### config.mk
export PLATFORM = sky130hd
export DESIGN_NAME = subservient_gpio_bank
export DESIGN_NICKNAME = d
export VERILOG_FILES = /design/src/rtl/subservient_gpio_bank.sv
export SDC_FILE = /design/constraint.sdc
export NUM_CORES = 1
export LEC_CHECK = 0
export ABC_AREA = 1
export CORE_ASPECT_RATIO = 1.5
export CORE_MARGIN = 2
export CORE_UTILIZATION = 47
export CTS_CLUSTER_SIZE = 14
export DETAILED_ROUTE_END_ITERATION = 10
export GPL_TIMING_DRIVEN = 0
export PLACE_DENSITY_LB_ADDON = 0.12
export SYNTH_ARGS = -nofsm -noshare
export SYNTH_HDL_FRONTEND = slang
export SYNTH_SLANG_ARGS = --single-unit
export TNS_END_PERCENT = 1
### constraint.sdc
create_clock -name wb_clk_i -period 2.9 [get_ports wb_clk_i]
set_input_delay 0.725 -clock wb_clk_i [delete_from_list [all_inputs] [get_ports wb_clk_i]]
set_output_delay 0.725 -clock wb_clk_i [all_outputs]
set_load 0.01 [all_outputs]
### src/rtl/subservient_gpio_bank.sv
// subservient_gpio_bank: Wishbone-slave GPIO bank with synchronised inputs and maskable edge interrupts
module subservient_gpio_bank #(
    parameter int          NGPIO       = 8,
    parameter int          NIRQ        = 3,
    parameter int          SYNC_STAGES = 2,
    parameter logic [31:0] BASE_ADDR   = 32'h3000_0000
) (
    input  logic             wb_clk_i,
    input  logic             wb_rst_i,
    input  logic             wbs_stb_i,
    input  logic             wbs_cyc_i,
    input  logic             wbs_we_i,
    input  logic [3:0]       wbs_sel_i,
    input  logic [31:0]      wbs_dat_i,
    input  logic [31:0]      wbs_adr_i,
    output logic             wbs_ack_o,
    output logic [31:0]      wbs_dat_o,
    input  logic [NGPIO-1:0] io_in,
    output logic [NGPIO-1:0] io_out,
    output logic [NGPIO-1:0] io_oeb,
    output logic [NIRQ-1:0]  irq
);
    logic [NGPIO-1:0]             out_r, dir_r, ie_r, edge_r, stat_r, prev_r;
    logic [SYNC_STAGES*NGPIO-1:0] sync_r;
    logic                         ack_r;
    logic [31:0]                  lane, rd;
    logic [NGPIO-1:0]             in_v, wmask, wdat, hit, w1c;
    logic [5:0]                   ofs;
    logic                         hit_bus, wr;
    logic                         unused;

    assign hit_bus = wbs_cyc_i & wbs_stb_i & (wbs_adr_i[31:8] == BASE_ADDR[31:8]);
    assign wr      = ack_r & hit_bus & wbs_we_i;
    assign ofs     = wbs_adr_i[7:2];
    assign lane    = {{8{wbs_sel_i[3]}}, {8{wbs_sel_i[2]}}, {8{wbs_sel_i[1]}}, {8{wbs_sel_i[0]}}};
    assign wmask   = lane[NGPIO-1:0];
    assign wdat    = wbs_dat_i[NGPIO-1:0];
    assign in_v    = sync_r[SYNC_STAGES*NGPIO-1 -: NGPIO];
    assign hit     = ie_r & ((edge_r & in_v & ~prev_r) | (~edge_r & ~in_v & prev_r));
    assign w1c     = (wr && ofs == 6'h05) ? (wdat & wmask) : '0;
    assign unused  = &{1'b0, wbs_adr_i[1:0], wbs_dat_i, lane};

    // Ack is gated by reset so a pending cycle is dropped in the reset cycle itself
    assign wbs_ack_o = ack_r & ~wb_rst_i;
    assign wbs_dat_o = wbs_ack_o ? rd : '0;
    assign io_out    = out_r;
    assign io_oeb    = {NGPIO{wb_rst_i}} | ~dir_r;

    // Bus handshake, register file, synchroniser and sticky edge flags (set wins over W1C)
    always_ff @(posedge wb_clk_i) begin
        if (wb_rst_i) begin
            ack_r  <= 1'b0;
            out_r  <= '0;
            dir_r  <= '0;
            ie_r   <= '0;
            edge_r <= '0;
            stat_r <= '0;
            prev_r <= '0;
            sync_r <= '0;
        end else begin
            ack_r  <= hit_bus & ~ack_r;
            sync_r <= {sync_r[(SYNC_STAGES-1)*NGPIO-1:0], io_in};
            prev_r <= in_v;
            stat_r <= (stat_r & ~w1c) | hit;
            if (wr && ofs == 6'h00) out_r  <= (out_r  & ~wmask) | (wdat & wmask);
            if (wr && ofs == 6'h01) dir_r  <= (dir_r  & ~wmask) | (wdat & wmask);
            if (wr && ofs == 6'h03) ie_r   <= (ie_r   & ~wmask) | (wdat & wmask);
            if (wr && ofs == 6'h04) edge_r <= (edge_r & ~wmask) | (wdat & wmask);
        end
    end

    // Read mux; unmapped offsets and bits above NGPIO read zero
    always_comb begin
        rd = '0;
        rd[NGPIO-1:0] = ofs == 6'h00 ? out_r  :
                        ofs == 6'h01 ? dir_r  :
                        ofs == 6'h02 ? in_v   :
                        ofs == 6'h03 ? ie_r   :
                        ofs == 6'h04 ? edge_r :
                        ofs == 6'h05 ? stat_r : '0;
    end

    // Interrupt line k collects enabled pending pins i with i % NIRQ == k
    always_comb begin
        irq = '0;
        for (int k = 0; k < NIRQ; k++)
            for (int i = 0; i < NGPIO; i++)
                if (i % NIRQ == k) irq[k] = irq[k] | (stat_r[i] & ie_r[i]);
    end
endmodule

# Word level (Yosys, flattened, before mapping)
# Cells that the tools add are included.
# totals
n_memories,0
in_bits,81
latch_bits,0
out_inout_bits,52
reg_bits,65
mem_bits_rw,0
word_cells,73
romBits,0
# classes
div,0
eq_ne,6
n_addsub,0
n_reduce_logical,6
order_cmp,0
bitwise,45
mul,0
n_mux,8
shift,0
# ops
cell,count
bitwise AND 8 bit,11
two-way mux 8 bit,8
OR 8 bit,7
inverter 8 bit,6
== test 24 x 22 -> 1 bit (second input constant),1
bitwise AND 1 bit,14
== test 6 x 2 -> 1 bit (second input constant),2
== test 6 x 3 -> 1 bit (second input constant),2
== test 6 x 1 -> 1 bit (second input constant),1
zero test 6 bit,1
logical AND 1 bit,5
OR 1 bit,5
inverter 1 bit,2

# Longest topological paths before layout
# logic_depth
depth_word,9
mapped_depth,10

# Worst setup path after synthesis
# OpenSTA, ideal clock, no wires.
# synth_path
path_type,in2out
from,input port wbs_adr_i[7]
to,output port wbs_dat_o[4]
t_arrival_ns,1.773
t_required_ns,2.175
setup_slack_ns,0.402
stages,10
n_path_buf,1
cell_sequence,nor2_4 > inv_2 > nor2_1 > nand2_1 > inv_1 > buf_4 > nand2_1 > nand3_1 > o21ai_0 > a21oi_1
# synth_between
elab_chain_cells,8
word_cells_on_any_way,13
classes_between,eq/ne (5); mux (7); reduce/logical (1)
# synth_lines
item,line,source
start: declaration,15,"input logic [31:0] wbs_adr_i,"
== test 6 x 3 -> 1 bit,80,ofs == 6'h05 ? stat_r : '0;
two-way mux 8 bit,80,
two-way mux 8 bit,79,ofs == 6'h04 ? edge_r :
two-way mux 8 bit,78,ofs == 6'h03 ? ie_r :
two-way mux 8 bit,77,ofs == 6'h02 ? in_v :
two-way mux 8 bit,76,ofs == 6'h01 ? dir_r :
two-way mux 8 bit *,75,rd[NGPIO-1:0] = ofs == 6'h00 ? out_r :
two-way mux 8 bit *,45,assign wbs_dat_o = wbs_ack_o ? rd : '0;
end: declaration,17,"output logic [31:0] wbs_dat_o,"
# Mark *: on every way between the ends. The rest lies on a longest branch, timed or not.

# Worst setup path in the final report
# layout_path
from,input port wbs_adr_i[3]
to,output port wbs_dat_o[6]
# Same word-level chain as after synthesis.

==> metrics.yaml <==
rows: 37
synth-edff-count: 0
cts_tree: "built"
endpoint: "wbs_dat_o[6]"
gp_congestion: 0.8623
nets: 712
endpoint_kind: "output port"
die-width_um: 72.20
rr_worst_depth: 5
r2r_slack_ns: 1.03
io_buffers: 78
avgSynthCellArea_um2: 6.585
synth_seq_cells: 65
worst_pin_slew_ns: 0.5974
drc_errors: 0
drv_slew: 0
cp_max_fo: 5
io_pins: 133
cts_sinks: 65
async_reset_ff_frac: 0
fp.dieH_um: 106.3
comb_power_share: 0.098
path_clk_slew_ns: 0.07
clock_skew_ns: 0.004266
synthTopCellsByCount: "nand2_1, inv_1, nor2_1, dfxtp_1, a21oi_1"
grt_max_degree: 13
grt-ovfl-total: 0
wirelength_mm: 9.486
ys_types: 28
antenna_found_initial: 0
synth.most_common_cell: "nand2_1"
dp_hpwl_mm: 6.649
yosysWarnings: 0
p_leak_nw: 2.221
syn_area_mm2: 0.003279
rsz0062_at_grt: "yes"
pwr-share-clk: 0.458
clock_latency_ns: 0.35
internal_power_mw: 1.584
critPathKind: "input pin to output port"
vias: 3451
grt_usage: 0.2622
switchingPower_mw: 0.4678
fin_cells: 714
fmax_mhz: 349.1
slew_headroom: 0.6017
hold_viol_final: 0
cp_num_cells: 12
status: "finished clean"
hold_path.class: "register to register"
wl_per_cell_um: 13.29
cp.required_ns: 2.17
core-area_mm2: 0.006805
whs_ns: 0.4031
die-area_mm2: 0.007675
clk_path_buf_depth: 2
pwr-share-seq: 0.444
via_per_inst: 4.833
layout_worst_path_cycle_share: 0.9878
worstReg2RegStart: "ack_r$_SDFF_PP0_"
place_inst: 677
start_util: 0.4819
min_period_ns: 2.864
maxCapViolations: 0
netlist_instances: 498
htreeDepth: 3
startpoint: "wbs_adr_i[3]"
grt_pass1_vias: 3354
ir_drop_uv: 421.8
powerDensity_mw_per_mm2: 433.4
crit_family: "buffers and inverters"
cts_hold_buf: 0
synth_top_cell_area_share: 0.3968
synth_ff_type: "dfxtp_1"
diodes: 0
grt_pass1_wl_mm: 15.41
cts-root-buf: "clkbuf_8"
crit_buf_inv: 5
cts_buffers: 9
path_cells: "dlygate4sd2_1, inv_2, nand2_2, nor2_4, nand2_2, inv_2, buf_6, nand2_1, nand3_1, o21ai_1, a21oi_1, buf_2"
first_pass_iters: 5
cpMaxStageDelayCell: "dlygate4sd2_1"
drtIter0Drc: 131
cp.arrival_ns: 2.14
yosysSeqAreaShare: 0.3968
slowest_delay_ns: 0.24
drive_above_1_share: 0.1651
switching_share: 0.2280
finalSetupViolCount: 0
startpoint_type: "input pin"
ant_nets: 0
synth_area_leader_cell: "dfxtp_1"
synthTopCellsByArea: "dfxtp_1, nand2_1, inv_1"
area_delta_synth_final_pct: 44.33
cell type report:
class                      count  area, um^2
timing repair buffer          99       928.4
tap                           78       97.59
clock inverter                 7       118.9
inverter                      84       317.8
fill                         572        2072
clock buffer                   9       123.9
buffer                        37       272.8
sequential                    65        1301
multi-input combinational    335        1573
layout by cell type (no fill, tap or decap), types with 2 or more instances in the layout:
| cell | count |
|---|---|
| nand2_1 | 123 |
| inv_1 | 77 |
| nor2_1 | 68 |
| dfxtp_1 | 65 |
| clkdlybuf4s50_1 | 64 |
| a21oi_1 | 43 |
| buf_4 | 40 |
| conb_1 | 24 |
| o21ai_0 | 17 |
| nand3_1 | 13 |
| clkbuf_8 | 11 |
| buf_2 | 9 |
| nand4_1 | 8 |
| clkbuf_1 | 7 |
| nor2_4 | 7 |
| o21ai_1 | 7 |
| inv_2 | 6 |
| buf_6 | 6 |
| nand3_2 | 6 |
| dlygate4sd2_1 | 5 |
| o211ai_1 | 4 |
| nand3_4 | 3 |
| nand2_2 | 3 |
| bufinv_16 | 3 |
| nor2_2 | 2 |
| clkinvlp_4 | 2 |
| buf_12 | 2 |
what timing repair did:
item,in CTS,in global routing
endpoints found under the setup margin,8,8
pin swaps,12,8
gates resized for setup,68,8
setup buffers,20,2
cells by family (layout without fill, tap and decap cells):
kind of cell,after synthesis,after routing,synth area share
compound gates,73,73,0.1160
buf+inv,121,236,0.1751
flops,65,65,0.3968
other cells,1,24,0.001144
simple gates,238,238,0.3110
worst min-delay path by stage:
stage | slack, ns | endpoint | startpoint | cells after the start
floorplan | 0.39 | sync_r[10]$_SDFF_PP0_ | sync_r[2]$_SDFF_PP0_ | 2
global placement | 0.39 | sync_r[15]$_SDFF_PP0_ | sync_r[7]$_SDFF_PP0_ | 2
detailed placement | 0.40 | sync_r[12]$_SDFF_PP0_ | sync_r[4]$_SDFF_PP0_ | 2
CTS | 0.41 | sync_r[12]$_SDFF_PP0_ | sync_r[4]$_SDFF_PP0_ | 2
global route | 0.43 | sync_r[15]$_SDFF_PP0_ | sync_r[7]$_SDFF_PP0_ | 2
finish | 0.40 | sync_r[12]$_SDFF_PP0_ | sync_r[4]$_SDFF_PP0_ | 2
stage by stage:
step	TNS (ns)	instance area [um^2]	setup WS [ns]	total power, mW	utilization
after floorplan	0	3366	0.4016	1.019	-
after global placement	-6.322	4244	-0.8873	1.107	0.6236
after detailed placement	-6.439	4244	-0.8879	1.110	0.6236
after CTS	0	4696	0.004761	2.052	0.6900
after global routing	-0.1544	4733	-0.04147	2.124	0.6955
final	0	4733	0.03552	2.051	0.6955
worst reg2reg max path, cell delays in order (launching register included):
cell and delay, ns:
dfxtp_1 0.36, and3_1 0.29, buf_2 0.33, nand3_2 0.28
inv_1 0.36, a21oi_1 0.13
power groups by stage:
stage	Combinational [mW]	Clock [mW]	Sequential (mW)
CTS	0.196	0.946	0.910
global route	0.220	0.992	0.912
detailed placement	0.179	0	0.931
global placement	0.176	0	0.931
finish	0.202	0.939	0.911
floorplan	0.0890	0	0.930
metal layers:
layer  track usage  wire length [um]  vias to the layer above
met5             0                 0                        -
met4        0.1523               440                        0
met3       0.06066               663                       48
met2        0.4417              4809                      157
met1        0.2956              3572                     1497
li1              -                 -                     1749
Note: power is estimated with default switching activity, not from simulation.
